$ cat config.mk
export PLATFORM = sky130hd
export DESIGN_NAME = simplez_io_flat
export DESIGN_NICKNAME = d
export VERILOG_FILES = /design/src/rtl/simplez_pkg.sv /design/src/rtl/simplez_io_if.sv /design/src/rtl/uart_tx.sv /design/src/rtl/simplez_io.sv /design/src/flat_wrapper.sv
export SDC_FILE = /design/constraint.sdc
export NUM_CORES = 1
export LEC_CHECK = 0
export BUFFER_PORTS_ARGS = -buffer_cell sky130_fd_sc_hd__buf_2
export CAP_MARGIN = 20
export CORE_MARGIN = 1
export CORE_UTILIZATION = 35
export CTS_BUF_LIST = sky130_fd_sc_hd__clkbuf_8 sky130_fd_sc_hd__clkbuf_16
export CTS_CLUSTER_DIAMETER = 50
export DETAILED_ROUTE_END_ITERATION = 7
export PLACE_DENSITY = 0.52
export SLEW_MARGIN = 20
export SYNTH_ARGS = -nofsm -noshare
export SYNTH_HDL_FRONTEND = slang
export SYNTH_HIERARCHICAL = 1
export SYNTH_SLANG_ARGS = --single-unit
$ cat constraint.sdc
create_clock -name clk -period 7.45 [get_ports clk]
set_clock_uncertainty 0.2 [all_clocks]
set_input_delay 0.3725 -clock clk [delete_from_list [all_inputs] [get_ports clk]]
set_output_delay 0.3725 -clock clk [all_outputs]
set_load 0.05 [all_outputs]
$ cat src/rtl/simplez_pkg.sv
// Shared constants, types and helpers for the Simplez memory-mapped I/O block.
// Addresses are the 9-bit Simplez I/O window; status bit positions are fixed here.
package simplez_pkg;

  localparam logic [8:0] IO_BASE     = 9'd507;
  localparam logic [8:0] ADDR_LEDS   = 9'd507;
  localparam logic [8:0] ADDR_STATUS = 9'd508;
  localparam logic [8:0] ADDR_TXDATA = 9'd509;
  localparam logic [2:0] IO_SPAN     = 3'd5;

  localparam int unsigned STAT_TX_READY = 32'd0;
  localparam int unsigned STAT_OVERFLOW = 32'd1;
  localparam int unsigned STAT_TX_BUSY  = 32'd2;

  localparam logic [2:0] FIFO_DEPTH = 3'd4;

  typedef enum logic [1:0] {
    TX_IDLE  = 2'd0,
    TX_START = 2'd1,
    TX_DATA  = 2'd2,
    TX_STOP  = 2'd3
  } tx_state_e;

  function automatic logic [2:0] pack_status(input logic tx_ready,
                                             input logic overflow,
                                             input logic tx_busy);
    logic [2:0] s;
    s = 3'd0;
    s[STAT_TX_READY] = tx_ready;
    s[STAT_OVERFLOW] = overflow;
    s[STAT_TX_BUSY]  = tx_busy;
    return s;
  endfunction

endpackage

$ cat src/rtl/simplez_io_if.sv
// CPU-side bus of the Simplez I/O block: strobes, address, data and window select.
interface simplez_io_if #(
  parameter int ADDRW = 9,
  parameter int DATAW = 12
) ();

  logic [ADDRW-1:0] addr;
  logic             rd;
  logic             wr;
  logic [DATAW-1:0] data_in;
  logic [DATAW-1:0] data_out;
  logic             sel;

  modport master (output addr, rd, wr, data_in, input data_out, sel);
  modport slave  (input addr, rd, wr, data_in, output data_out, sel);

endinterface

$ cat src/rtl/uart_tx.sv
// 8N1 serial transmitter; accepts a byte only in IDLE (ready) and drives tx from a register.
module uart_tx
  import simplez_pkg::*;
#(
  parameter int BAUD_DIV = 104
) (
  input  logic       clk,
  input  logic       rstn,
  input  logic       valid,
  input  logic [7:0] data,
  output logic       ready,
  output logic       tx
);

  localparam int BW = (BAUD_DIV > 1) ? $clog2(BAUD_DIV) : 1;
  localparam logic [BW-1:0] BAUD_LAST = BW'(BAUD_DIV - 1);
  localparam logic [BW-1:0] BAUD_ONE  = BW'(32'd1);
  localparam logic [BW-1:0] BAUD_ZERO = BW'(32'd0);

  tx_state_e     state_r, state_s;
  logic [BW-1:0] baud_r, baud_s;
  logic [2:0]    bit_r, bit_s;
  logic [7:0]    shift_r, shift_s;
  logic          tx_r, tx_s;
  logic          baud_end_s;

  assign baud_end_s = (baud_r == BAUD_LAST);
  assign ready      = (state_r == TX_IDLE);
  assign tx         = tx_r;

  // State register; reset aborts any frame and returns the line to idle-high.
  always_ff @(posedge clk) begin
    if (!rstn) begin
      state_r <= TX_IDLE;
      baud_r  <= BAUD_ZERO;
      bit_r   <= 3'd0;
      shift_r <= 8'd0;
      tx_r    <= 1'b1;
    end else begin
      state_r <= state_s;
      baud_r  <= baud_s;
      bit_r   <= bit_s;
      shift_r <= shift_s;
      tx_r    <= tx_s;
    end
  end

  // Next state; tx_s is the line level for the cycle after this edge.
  always_comb begin
    state_s = state_r;
    baud_s  = baud_r;
    bit_s   = bit_r;
    shift_s = shift_r;
    tx_s    = tx_r;
    case (state_r)
      TX_IDLE: begin
        baud_s = BAUD_ZERO;
        bit_s  = 3'd0;
        if (valid) begin
          shift_s = data;
          state_s = TX_START;
          tx_s    = 1'b0;
        end else begin
          tx_s    = 1'b1;
        end
      end
      TX_START: begin
        if (baud_end_s) begin
          baud_s  = BAUD_ZERO;
          state_s = TX_DATA;
          tx_s    = shift_r[0];
        end else begin
          baud_s  = baud_r + BAUD_ONE;
        end
      end
      TX_DATA: begin
        if (baud_end_s) begin
          baud_s  = BAUD_ZERO;
          shift_s = {1'b0, shift_r[7:1]};
          if (bit_r == 3'd7) begin
            bit_s   = 3'd0;
            state_s = TX_STOP;
            tx_s    = 1'b1;
          end else begin
            bit_s   = bit_r + 3'd1;
            tx_s    = shift_r[1];
          end
        end else begin
          baud_s = baud_r + BAUD_ONE;
        end
      end
      TX_STOP: begin
        tx_s = 1'b1;
        if (baud_end_s) begin
          baud_s  = BAUD_ZERO;
          state_s = TX_IDLE;
        end else begin
          baud_s  = baud_r + BAUD_ONE;
        end
      end
      default: begin
        state_s = TX_IDLE;
        baud_s  = BAUD_ZERO;
        bit_s   = 3'd0;
        tx_s    = 1'b1;
      end
    endcase
  end

endmodule

$ cat src/rtl/simplez_io.sv
// Simplez memory-mapped I/O: LED register, status register and a 4-deep FIFO
// feeding the serial transmitter. Reads return registered data one cycle later.
module simplez_io
  import simplez_pkg::*;
#(
  parameter int ADDRW    = 9,
  parameter int DATAW    = 12,
  parameter int BAUD_DIV = 104
) (
  input  logic       clk,
  input  logic       rstn,
  simplez_io_if.slave bus,
  output logic [3:0] leds,
  output logic       tx
);

  localparam logic [ADDRW-1:0] A_BASE   = ADDRW'(IO_BASE);
  localparam logic [ADDRW-1:0] A_LEDS   = ADDRW'(ADDR_LEDS);
  localparam logic [ADDRW-1:0] A_STATUS = ADDRW'(ADDR_STATUS);
  localparam logic [ADDRW-1:0] A_TXDATA = ADDRW'(ADDR_TXDATA);

  logic [ADDRW-1:0] off_s;
  logic             sel_s, hit_leds_s, hit_status_s, hit_tx_s;
  logic [3:0]       leds_r;
  logic [DATAW-1:0] dout_r, rdata_s;
  logic             ovf_r, ovf_set_s, ovf_clr_s;
  logic [7:0]       fifo_r [4];
  logic [1:0]       wptr_r, rptr_r;
  logic [2:0]       count_r, count_s;
  logic             tx_ready_s, tx_busy_s, uart_ready_s;
  logic             push_try_s, push_s, pop_s;
  logic             unused_s;

  assign off_s        = bus.addr - A_BASE;
  assign sel_s        = (bus.addr >= A_BASE) && (off_s < ADDRW'(IO_SPAN));
  assign hit_leds_s   = (bus.addr == A_LEDS);
  assign hit_status_s = (bus.addr == A_STATUS);
  assign hit_tx_s     = (bus.addr == A_TXDATA);

  assign tx_ready_s = (count_r < FIFO_DEPTH);
  assign tx_busy_s  = !uart_ready_s;
  assign pop_s      = (count_r != 3'd0) && uart_ready_s;
  // A simultaneous pop frees a slot, so a write to a full FIFO is still accepted then.
  assign push_try_s = bus.wr && hit_tx_s;
  assign push_s     = push_try_s && (tx_ready_s || pop_s);
  assign ovf_set_s  = push_try_s && !push_s;
  assign ovf_clr_s  = bus.wr && hit_status_s && bus.data_in[STAT_OVERFLOW];

  assign bus.sel      = sel_s;
  assign bus.data_out = dout_r;
  assign leds         = leds_r;
  assign unused_s     = ^bus.data_in[DATAW-1:8];

  // Read mux and FIFO occupancy for the coming edge.
  always_comb begin
    rdata_s = {DATAW{1'b0}};
    count_s = count_r;
    if (bus.rd && hit_leds_s) begin
      rdata_s = DATAW'(leds_r);
    end else if (bus.rd && hit_status_s) begin
      rdata_s = DATAW'(pack_status(tx_ready_s, ovf_r, tx_busy_s));
    end else begin
      rdata_s = {DATAW{1'b0}};
    end
    case ({push_s, pop_s})
      2'b10:   count_s = count_r + 3'd1;
      2'b01:   count_s = count_r - 3'd1;
      default: count_s = count_r;
    endcase
  end

  // Registers: LEDs, read data, overflow flag and FIFO storage/pointers.
  always_ff @(posedge clk) begin
    if (!rstn) begin
      leds_r  <= 4'd0;
      dout_r  <= {DATAW{1'b0}};
      ovf_r   <= 1'b0;
      wptr_r  <= 2'd0;
      rptr_r  <= 2'd0;
      count_r <= 3'd0;
      for (int i = 0; i < 4; i++) begin
        fifo_r[i] <= 8'd0;
      end
    end else begin
      dout_r  <= rdata_s;
      count_r <= count_s;
      if (bus.wr && hit_leds_s) begin
        leds_r <= bus.data_in[3:0];
      end
      if (ovf_set_s) begin
        ovf_r <= 1'b1;
      end else if (ovf_clr_s) begin
        ovf_r <= 1'b0;
      end
      if (push_s) begin
        fifo_r[wptr_r] <= bus.data_in[7:0];
        wptr_r         <= wptr_r + 2'd1;
      end
      if (pop_s) begin
        rptr_r <= rptr_r + 2'd1;
      end
    end
  end

  uart_tx #(.BAUD_DIV(BAUD_DIV)) u_uart_tx (
    .clk   (clk),
    .rstn  (rstn),
    .valid (count_r != 3'd0),
    .data  (fifo_r[rptr_r]),
    .ready (uart_ready_s),
    .tx    (tx)
  );

endmodule

$ cat src/flat_wrapper.sv
// flat-port wrapper written by rule: the top's interface ports become plain ports
module simplez_io_flat import simplez_pkg::*;
#(
  parameter int ADDRW    = 9,
  parameter int DATAW    = 12,
  parameter int BAUD_DIV = 104
)
  (clk, rstn, leds, tx, bus_addr, bus_rd, bus_wr, bus_data_in, bus_data_out, bus_sel);
  simplez_io_if #(.ADDRW(ADDRW), .DATAW(DATAW)) bus_i ();
  input  logic clk;
  input  logic rstn;
  output logic [3:0] leds;
  output logic tx;
  input wire logic [$bits(bus_i.addr)-1:0] bus_addr;
  input wire logic [$bits(bus_i.rd)-1:0] bus_rd;
  input wire logic [$bits(bus_i.wr)-1:0] bus_wr;
  input wire logic [$bits(bus_i.data_in)-1:0] bus_data_in;
  output wire logic [$bits(bus_i.data_out)-1:0] bus_data_out;
  output wire logic [$bits(bus_i.sel)-1:0] bus_sel;
  assign bus_i.addr = bus_addr;
  assign bus_i.rd = bus_rd;
  assign bus_i.wr = bus_wr;
  assign bus_i.data_in = bus_data_in;
  assign bus_data_out = bus_i.data_out;
  assign bus_sel = bus_i.sel;
  simplez_io #(.ADDRW(ADDRW), .DATAW(DATAW), .BAUD_DIV(BAUD_DIV)) u_core (.clk(clk), .rstn(rstn), .bus(bus_i), .leds(leds), .tx(tx));
endmodule
After elaboration in Yosys (flattened, before gate mapping):

Memory sizes are Yosys's and may differ from the RTL's. A register that Yosys moved wholly into a read port is not among the register bits.
Index checks and enable logic that the tools add are counted.

* bits in registers: 45
* output and inout port bits: 18
* RAM bits: 32
* memories kept: 1
* bits of input ports: 25

* reductions and logical operators: 25
* add/sub/neg operators: 7
* muxes and demuxes: 33
* order comparisons: 3
* bitwise gates (word level): 1
* equality and inequality tests: 15

Memory list
* u_core.fifo_r: depth 4, width 8, rd ports 1, clocked after Yosys merged registers in 1, wr ports 4, RTL line simplez_io.sv:27 `logic [7:0] fifo_r [4];`

Operators with widths (number)
* equality test 9 bit, second input constant: 3
* 2-to-1 mux 8 bit: 3
* 2-to-1 mux 2 bit: 8
* case mux 8 bit (2 select lines): 1
* case mux 7 bit (2 select lines): 1
* case mux 3 bit (2 select lines): 2
* 2-to-1 mux 1 bit: 11
* logical AND 1 bit: 10
* != test 2 bit, second input constant: 5
* greater-or-equal comparator 9 bit, second input constant: 1
* less-than comparator 9 x 3 -> 1 bit, second input constant: 1
* 2-to-1 mux 3 bit: 3
* subtractor 9 bit, second input constant: 1
* case mux 2 bit (4 select lines): 1
* OR reduction 8 bit: 1
* adder 7 x 1 -> 7 bit, second input constant: 1
* equality test 7 bit, second input constant: 1
* 2-to-1 mux 7 bit: 1
* adder 3 x 1 -> 3 bit, second input constant: 2
* equality test 2 bit, second input constant: 3
* nonzero test 2 bit: 3
* AND reduction 5 bit: 1
* adder 2 x 1 -> 2 bit, second input constant: 2
* equality test 2 x 1 -> 1 bit, second input constant: 2
* other kinds (14): 16

Logic depth before layout (Yosys ltp):

Gate-level depths: netlist of the first run.

* depth in word-level cells: 9
* depth in mapped cells: 11
* gate-level depth less buffers: 11

Hierarchy:

Netlist of the first run, hierarchy kept.

Modules (own cells, without submodules)
* simplez_io: cells each 224, area an instance 2575.0 µm², times used 1
* uart_tx: cells each 119, area an instance 1124.8 µm², times used 1

Least setup slack after synthesis of the first run:

Ideal clock, no wire load.

* path kind: register to register
* from: register u_core.u_uart_tx.state_r[0]
* to: memory u_core.fifo_r[1][0] (enable)
* setup time: 0.387 ns
* path slack: 4.975 ns
* stages on the path, launching flop included: 6
* buffers on the path: 0
* arrival time: 1.888 ns
* path through: dfxtp_1 > inv_1 > ha_1 > nand2b_2 > nand4_4 > o31ai_1

RTL lines
* start: declaration: RTL line uart_tx.sv:20 `tx_state_e state_r, state_s;`
* start signal: assignment: RTL line uart_tx.sv:40 `state_r <= state_s;`
* end: declaration: RTL line simplez_io.sv:27

==> flow_metrics.env, run 1 <==
export IMPL_max_slew_margin_rel_pct=51.7
export IMPL_cts_tree="built"
export IMPL_synth_top_cell_area_share_pct=26.0
export IMPL_wl_um=7620
export IMPL_leakage_uw=0.00156
export IMPL_path_clk_slew_ns=0.09
export IMPL_end_kind="flip-flop"
export IMPL_power_frac_clock_pct=34.8
export IMPL_internal_power_uw=650
export IMPL_grt_start_max_net_pins=39
export IMPL_hold_buffers=0
export IMPL_track_usage_pct=15.0
export IMPL_hold_path_class="primary input to flip-flop"
export IMPL_yosysSeqAreaShare_pct=47.1
export IMPL_drc=0
export IMPL_dp_slack_ns=4.63
export IMPL_p_comb_share_pct=17.0
export IMPL_arrival_ns=2.68
export IMPL_ctsHtreeMaxLevel=3
export IMPL_fmax_ghz=0.353
export IMPL_required_ns=7.30
export IMPL_drive_gt1_share_pct=19.6
export IMPL_ios=43
export IMPL_portBuffers=30
export IMPL_place_gp_congestion=0.766
export IMPL_first_pass_iters=4
export IMPL_critical_path_class="flip-flop to flip-flop"
export IMPL_synth_xor_area_share_pct=2.13
export IMPL_clk_latency_ns=0.35
export IMPL_syn_avg_cell_area_um2=10.8
export IMPL_root_buffer="clkbuf_8"
export IMPL_synth_compound_area_share_pct=7.58
export IMPL_yosysTopAreaCell="edfxtp_1"
export IMPL_nets=411
export IMPL_peakVddDrop_v=0.0000942
export IMPL_synthSimpleGateAreaFrac_pct=23.6
export IMPL_maxCapViolations=0
export IMPL_status="completed"
export IMPL_fin_util_pct=40.2
export IMPL_wire_per_inst_um=14.8
export IMPL_hpwlAfterDp_um=5430
export IMPL_setup_slack_ns=4.62
export IMPL_drv_slew=0
export IMPL_muxShareOfSynthArea_pct=8.93
export IMPL_rsz0062_at_grt="no"
export IMPL_clk_path_buf_depth=2
export IMPL_n_antenna_cell=0
export IMPL_overflow=0
export IMPL_dr_first_iter_drc_count=130
export IMPL_grt_pass1_vias=2658
export IMPL_ys_types=56
export IMPL_dieHeight_um=105
export IMPL_postCtsResizedCells=0
export IMPL_core_area_um2=10300
export IMPL_grt_first_pass_wirelength_um=13000
export IMPL_switching_share_pct=29.2
export IMPL_path_max_fanout=10
export IMPL_synth_seq_cells=71
export IMPL_antenna_found_initial=0
export IMPL_yosysWarningCount=6
export IMPL_cts_sinks=71
export IMPL_num_rows=37
export IMPL_tightest_slew_ns=0.725
export IMPL_fin_crit_ns=2.83
export IMPL_synthArstFlopShare_pct=0
export IMPL_cp_start_kind="flip-flop"
export IMPL_area_growth_pct=11.7
export IMPL_vias=2599
export IMPL_via_per_inst=5.06
export IMPL_seq_power_share_pct=48.3
export IMPL_synth_top_family_by_area="simple AND/OR/NAND/NOR gates"
export IMPL_die_area_um2=11000
export IMPL_synth_edf_count=32
export IMPL_fin_crit_sh_pct=38.0
export IMPL_synth_area_top_cells="edfxtp_1 26%, dfxtp_1 21%, mux4_2 4.9%"
export IMPL_final_antenna_net_count=0
export IMPL_final_setup_viol_count=0
export IMPL_start_util_pct=36.0
export IMPL_synth_cell_area_um2=3700
export IMPL_power_density_nw_per_um2=222
export IMPL_postCtsSetupBuffers=0
export IMPL_synth_fa_ha_area_share_pct=4.60
export IMPL_hold_viol=0
export IMPL_switchingPower_uw=268
export IMPL_synth_flop_cell="dfxtp_1"
export IMPL_numCtsBuffers=9
export IMPL_fin_setup_tns_ns=0
export IMPL_dieWidth_um=105
export IMPL_syn_inst=343
==> worst paths after layout <==
| check | end | cells after the start | slack, ns | start |
|---|---|---|---|---|
| worst max-delay path | u_core/fifo_r[1][0] | 6 | 4.62 | u_core/u_uart_tx/state_r[0] |
| worst min register to register | u_core/u_uart_tx/baud_r[0] | 1 | 0.25 | u_core/u_uart_tx/baud_r[0] |
| worst min-delay path | u_core/leds[0] | 3 | 0.13 | bus_data_in[0] |
| worst max register to register | u_core/fifo_r[1][0] | 6 | 4.62 | u_core/u_uart_tx/state_r[0] |
==> kinds of logic (layout without fill, tap and decap cells) <==
logic type	count (synthesis)	in the layout
muxes	23	23
xor gates and xnor gates	9	9
buffers and inverters	42	70
and+or+nand+nor	146	146
other	1	8
DFF	71	71
AOI/OAI and AO/OA	38	38
adders and majority gates	13	13
==> metal layers <==
metal  vias up  global-route usage [%]  wire length [um]
li1       1289                       -                 -
met1      1245                    17.6              3470
met2        55                    26.6              3800
met3        10                    3.56               232
met4         0                    5.33               116
met5         -                       0                 0
==> sequential cells by signal, summed over array words and instances, names as in the netlist, 3 cells and up, named ones only <==
signal                    flops
u_core/fifo_r                32
u_core/u_uart_tx/shift_r      8
u_core/u_uart_tx/baud_r       7
u_core/bus.data_out           4
u_core/leds                   4
u_core/count_r                3
u_core/u_uart_tx/bit_r        3
==> Yosys cell counts, drive strengths merged, types with 5 or more instances <==
library cell,number
nand4,7
nand3,17
nand3b,6
mux4,8
nand2,25
o211a,7
xor2,5
inv,19
nor2,31
nor3,19
nor2b,8
and2,5
mux2i,15
dfxtp,39
and4,6
a21oi,10
ha,12
edfxtp,32
nand2b,7
buf,19
o21ai,6
==> layout make-up <==
type,count,area [um^2]
inverter,20,75.1
clock inverter,7,80.1
multi-input combinational,237,1760
clock buffer,9,124
timing repair buffer,34,180
sequential,71,1740
fill,1007,6140
tap,136,170
==> cell usage in the layout, fill, tap and decap left out, drive strengths merged, types with 8 or more instances in the layout <==
cell	netlist	layout
mux2i	15	15
nand3	17	17
clkbuf	3	9
ha	12	12
nor3	19	19
inv	19	22
conb	1	8
nor2	31	31
edfxtp	32	32
a21oi	10	10
dfxtp	39	39
nor2b	8	8
buf	19	34
mux4	8	8
nand2	25	25
==> power by group through the flow <==
stage	Sequential, uW	Clock [uW]	Combinational, uW
5_1_grt	447	340	173
3_5_place_dp	452	0	155
2_1_floorplan	450	0	128
6_report	443	319	156
3_3_place_gp	452	0	153
4_1_cts	444	331	155
==> worst max-delay path, cell delays in order, from the launching register on <==
cell and delay, ns:
dfxtp_1 0.36, inv_1 0.11, ha_1 0.43, nand2b_2 0.31, nand4_4 0.19, o31ai_1 0.66, buf_4 0.27
==> stage by stage <==
| stage | hold WS (ns) | cell area (um^2) | std cells | power, uW |
|---|---|---|---|---|
| final | 0.130 | 4130 | 514 | 918 |
| after detailed placement | 0.237 | 3930 | 498 | 607 |
| after global routing | 0.138 | 4130 | 514 | 960 |
| after CTS | 0.102 | 4130 | 514 | 930 |
| after global placement | 0.231 | 3930 | 498 | 605 |
| after floorplan | 0.218 | 3730 | 350 | 578 |
(Power assumes the default switching activity.)
==> inputs of run 2 (changes only) <==
--- a/config.mk
+++ b/config.mk
@@ -12,7 +12,7 @@
 export CTS_BUF_LIST = sky130_fd_sc_hd__clkbuf_8 sky130_fd_sc_hd__clkbuf_16
 export CTS_CLUSTER_DIAMETER = 50
 export DETAILED_ROUTE_END_ITERATION = 7
-export PLACE_DENSITY = 0.52
+export PLACE_DENSITY = 0.54
 export SLEW_MARGIN = 20
 export SYNTH_ARGS = -nofsm -noshare
 export SYNTH_HDL_FRONTEND = slang
==> constraint.sdc (replaced) <==
create_clock -name clk -period 2.49 [get_ports clk]
set_clock_uncertainty 0.2 [all_clocks]
set_input_delay 0.1245 -clock clk [delete_from_list [all_inputs] [get_ports clk]]
set_output_delay 0.1245 -clock clk [all_outputs]
set_load 0.05 [all_outputs]
==> run 2 against run 1 <==
Compared with the run above: via count rose by 3.2%; critical path depth up 5; global-route usage rose by 0.78 points; clock-buffer cell count did not move; final cell count rose by 4.7%; critical endpoint is now u_core/count_r[2]; total power rose to 3.0 times the previous value.
==> flow_metrics.env, run 2 (synthesized netlist as in run 1, its figures left out) <==
export IMPL_portBuffers=30
export IMPL_ctsHtreeMaxLevel=3
export IMPL_drc=0
export IMPL_final_common_cell="dfxtp_1"
export IMPL_power_density_nw_per_um2=637
export IMPL_nFillCells=1006
export IMPL_reg2reg_depth=11
export IMPL_dp_cells=509
export IMPL_final_setup_viol_count=0
export IMPL_drive_gt1_share_pct=21.9
export IMPL_grt_first_pass_wirelength_um=13400
export IMPL_via_per_inst=4.98
export IMPL_clk_latency_ns=0.35
export IMPL_grt_pass1_vias=2732
export IMPL_antenna_found_initial=0
export IMPL_numCtsBuffers=9
export IMPL_arrival_ns=2.44
export IMPL_ios=43
export IMPL_max_slew_margin_rel_pct=64.4
export IMPL_peakVddDrop_v=0.000224
export IMPL_dieWidth_um=105
export IMPL_track_usage_pct=15.8
export IMPL_critical_path_class="flip-flop to flip-flop"
export IMPL_die_area_um2=11000
export IMPL_leakage_uw=0.00168
export IMPL_tightest_slew_ns=0.533
export IMPL_fin_crit_ns=2.35
export IMPL_overflow=0
export IMPL_clk_path_buf_depth=2
export IMPL_required_ns=2.58
export IMPL_rsz0062_at_grt="no"
export IMPL_fin_setup_tns_ns=0
export IMPL_root_buffer="clkbuf_8"
export IMPL_hpwlAfterDp_um=5660
export IMPL_core_area_um2=10300
export IMPL_end_kind="flip-flop"
export IMPL_wl_um=7950
export IMPL_final_cell_mix="38 x dfxtp_1, 32 x edfxtp_1, 31 x nor2_1, 30 x buf_2, 24 x nand2_1"
export IMPL_status="completed"
export IMPL_first_pass_iters=6
export IMPL_fmax_ghz=0.426
export IMPL_cp_start_kind="flip-flop"
export IMPL_area_growth_pct=18.1
export IMPL_drv_slew=0
export IMPL_cts_sinks=71
export IMPL_vias=2681
export IMPL_fin_hold_ws_ns=0.0214
export IMPL_fin_cells=538
export IMPL_path_max_fanout=5
export IMPL_n_antenna_cell=0
export IMPL_hold_viol=0
export IMPL_hold_path_class="primary input to flip-flop"
export IMPL_maxCapViolations=0
export IMPL_largest_reg_flops=32
export IMPL_postCtsSetupBuffers=0
export IMPL_multi_input_area_um2=1790
export IMPL_nets=435
export IMPL_place_gp_congestion=0.780
export IMPL_regArea_um2=1740
export IMPL_final_antenna_net_count=0
export IMPL_grt_start_max_net_pins=38
export IMPL_dr_first_iter_drc_count=144
export IMPL_num_rows=37
export IMPL_fin_crit_sh_pct=94.3
export IMPL_largest_register="u_core/fifo_r"
export IMPL_wire_per_inst_um=14.8
export IMPL_path_clk_slew_ns=0.09
export IMPL_hold_depth=3
export IMPL_start_util_pct=36.0
export IMPL_reg_top3="u_core/fifo_r (32), u_core/u_uart_tx/shift_r (8), u_core/u_uart_tx/baud_r (7)"
export IMPL_dieHeight_um=105
export IMPL_cts_tree="built"
run 2: changes by cell type in the layout (fill, tap and decap cells not counted), sizes merged:
cell / previous run / this run
clkinvlp: 1 / 0
buf: 34 / 45
dlygate4sd3: 0 / 13
clkinv: 3 / 4
run 2: cell type report:
cell class,count,area share (%)
multi-input combinational,237,40.9
clock inverter,7,1.80
inverter,20,1.72
sequential,71,39.9
tap,136,3.89
timing repair buffer,58,8.99
clock buffer,9,2.83
run 2: final timing paths:
path                                                   from                     end  slack (ns)
worst max-delay path            u_core/u_uart_tx/state_r[1]       u_core/count_r[2]        0.14
worst min register to register               u_core/leds[3]  u_core/bus.data_out[3]        0.25
worst min-delay path                                 bus_wr          u_core/leds[3]        0.02
worst max register to register  u_core/u_uart_tx/state_r[1]       u_core/count_r[2]        0.14
run 2: stage by stage:
step	worst slack, ns	power (uW)	area (um^2)	utilization [%]
after CTS	0.0446	2800	4350	42.3
after global placement	0.0970	1830	4010	39.0
after floorplan	0.0150	1730	3730	-
after global routing	0.0144	2920	4370	42.5
after detailed placement	0.00180	1840	4010	39.0
final	0.143	2780	4370	42.5
run 2: routing by layer:
layer | vias to the layer above | share of wire (%) | global-route usage, %
met5 | - | 0 | 0
met4 | 0 | 1.5 | 5.84
met3 | 12 | 4.4 | 3.99
met2 | 66 | 49 | 27.3
met1 | 1272 | 45 | 18.8
li1 | 1331 | - | -
run 2: power by group:
group / switching (uW) / internal (uW)
clock network: 479 / 475
logic: 288 / 219
registers: 44.0 / 1280
total: 811 / 1970
run 2: worst max-delay path, stage by stage, from the launching register on:
cell     delay (ns)
dfxtp_2        0.36
inv_1          0.09
ha_4           0.20
nor2b_4        0.15
nor4_4         0.06
inv_1          0.06
ha_1           0.17
inv_1          0.06
fa_2           0.34
xor2_1         0.15
or3_1          0.31
a21oi_1        0.14
run 2: repair_timing:
| action | 4_1_cts | 5_1_grt |
|---|---|---|
| resized for setup | 1 | 4 |
| hold buffers | 13 | 0 |
| hold endpoints to repair | 37 | 0 |
| gates cloned | 0 | 0 |
| endpoints found under the setup margin | 1 | 2 |
==> inputs of run 3 (changes only) <==
--- a/config.mk
+++ b/config.mk
@@ -9,10 +9,10 @@
 export CAP_MARGIN = 20
 export CORE_MARGIN = 1
 export CORE_UTILIZATION = 35
-export CTS_BUF_LIST = sky130_fd_sc_hd__clkbuf_8 sky130_fd_sc_hd__clkbuf_16
 export CTS_CLUSTER_DIAMETER = 50
 export DETAILED_ROUTE_END_ITERATION = 7
 export PLACE_DENSITY = 0.54
+export SKIP_CTS_REPAIR_TIMING = 1
 export SLEW_MARGIN = 20
 export SYNTH_ARGS = -nofsm -noshare
 export SYNTH_HDL_FRONTEND = slang
==> run 3 against run 2 <==
Compared with the run above: clock-buffer cell count stayed put; routed wire length is 0.21% lower; sequential share of layout area rose by 0.28 points; largest cell class unchanged; largest power group unchanged.
==> flow_metrics.env, run 3 (synthesized netlist as in run 1, its figures left out) <==
export IMPL_status="completed"
export IMPL_final_setup_viol_count=0
export IMPL_track_usage_pct=15.5
export IMPL_dr_first_iter_drc_count=146
export IMPL_final_antenna_net_count=0
export IMPL_required_ns=2.58
export IMPL_final_cell_mix="38 x dfxtp_1, 32 x edfxtp_1, 31 x nor2_1, 30 x buf_2, 24 x nand2_1"
export IMPL_cpMaxStageDelayCell="dfxtp_2"
export IMPL_via_per_inst=4.96
export IMPL_grt_start_max_net_pins=38
export IMPL_core_area_um2=10300
export IMPL_grt_pass1_vias=2664
export IMPL_largest_reg_flops=32
export IMPL_dieHeight_um=105
export IMPL_fin_crit_sh_pct=93.8
export IMPL_overflow=0
export IMPL_peakVddDrop_v=0.000226
export IMPL_cts_tree="built"
export IMPL_setup_slack_ns=0.153
export IMPL_nFillCells=1011
export IMPL_ios=43
export IMPL_dp_cells=509
export IMPL_nets=432
export IMPL_drive_gt1_share_pct=22.1
export IMPL_path_cells="inv_1, ha_4, nor2b_4, nor4_4, inv_1, ha_1, inv_1, fa_2, xor2_1, or3_1, a21oi_1"
export IMPL_clk_latency_ns=0.35
export IMPL_first_pass_iters=4
export IMPL_largest_register="u_core/fifo_r"
export IMPL_area_growth_pct=17.3
export IMPL_wire_per_inst_um=14.8
export IMPL_fin_cells=535
export IMPL_drv_slew=0
export IMPL_maxCapViolations=0
export IMPL_grt_first_pass_wirelength_um=13200
export IMPL_drc=0
export IMPL_critical_path_class="flip-flop to flip-flop"
export IMPL_dp_slack_ns=0.00180
export IMPL_n_antenna_cell=0
export IMPL_vias=2654
export IMPL_cts_sinks=71
export IMPL_placed_area_um2=4010
export IMPL_fin_crit_ns=2.34
export IMPL_cp_start_kind="flip-flop"
export IMPL_die_area_um2=11000
export IMPL_hold_viol=0
export IMPL_ctsHtreeMaxLevel=3
export IMPL_root_buffer="clkbuf_8"
export IMPL_arrival_ns=2.42
export IMPL_end_kind="flip-flop"
export IMPL_reg_top3="u_core/fifo_r (32), u_core/u_uart_tx/shift_r (8), u_core/u_uart_tx/baud_r (7)"
export IMPL_portBuffers=30
export IMPL_wl_um=7930
export IMPL_cp_slowest_stage_delay_ns=0.35
export IMPL_place_gp_congestion=0.780
export IMPL_crit_top_cell="inv_1"
export IMPL_power_density_nw_per_um2=641
export IMPL_final_common_cell="dfxtp_1"
export IMPL_path_clk_slew_ns=0.09
export IMPL_hold_path_class="primary input to flip-flop"
export IMPL_fin_area_um2=4340
export IMPL_dieWidth_um=105
export IMPL_num_rows=37
export IMPL_hpwlAfterDp_um=5660
export IMPL_tightest_slew_ns=0.542
export IMPL_antenna_found_initial=0
export IMPL_numCtsBuffers=9
export IMPL_max_slew_margin_rel_pct=63.8
export IMPL_leakage_uw=0.00166
export IMPL_fin_util_pct=42.2
export IMPL_power_uw=2780
export IMPL_path_max_fanout=5
export IMPL_fmax_ghz=0.428
export IMPL_start_util_pct=36.0
export IMPL_clk_path_buf_depth=2
export IMPL_rsz0062_at_grt="no"
## run 3: cell count changes in the layout (fill, tap and decap cells not counted), sizes merged
cell         delta
dlygate4sd3     -3
## run 3: layout make-up
class,instances,area [um^2],area share (%)
Clock buffer,9,124,2.85
Tap cell,136,170,3.92
Inverter,20,75.1,1.73
Sequential cell,71,1740,40.2
Timing Repair Buffer,55,363,8.36
Clock inverter,7,78.8,1.82
Multi-Input combinational cell,237,1790,41.2
## run 3: critical path: cells and delay by family, from the launching register on
kind / cells / cell delay [ns]
AO/OA/AOI/OAI: 1 / 0.14
XOR/XNOR: 1 / 0.15
adder cells (fa/ha/maj): 3 / 0.70
buffers and inverters: 3 / 0.21
flip-flops: 1 / 0.35
AND/OR/NAND/NOR: 3 / 0.52
## run 3: final timing paths
check / cells past startpoint / startpoint / slack, ns / end
worst max-delay path: 11 / u_core/u_uart_tx/state_r[1] / 0.15 / u_core/count_r[2]
worst min-delay path: 3 / bus_wr / 0.01 / u_core/leds[1]
worst max register to register: 11 / u_core/u_uart_tx/state_r[1] / 0.15 / u_core/count_r[2]
worst min register to register: 2 / u_core/leds[3] / 0.25 / u_core/bus.data_out[3]
## run 3: layer usage
layer | wire length (um) | vias up | part of all wire [%] | global-route usage (%)
met1 | 3630 | 1255 | 46 | 18.9
met2 | 3910 | 61 | 49 | 26.6
li1 | - | 1329 | - | -
met5 | 0 | - | 0 | 0
met4 | 100 | 0 | 1.3 | 6.24
met3 | 293 | 9 | 3.7 | 3.43
## run 3: power breakdown
group	total [uW]	switching (uW)	internal, uW
registers	1320	44.3	1280
logic	505	287	219
clock network	953	478	475
total	2780	809	1970
## run 3: metrics by stage
stage               hold WS (ns)  TNS (ns)
floorplan                 0.0527         0
global route              0.0121         0
finish                    0.0139         0
global placement           0.230         0
CTS                       -0.143   -0.0231
detailed placement         0.238         0
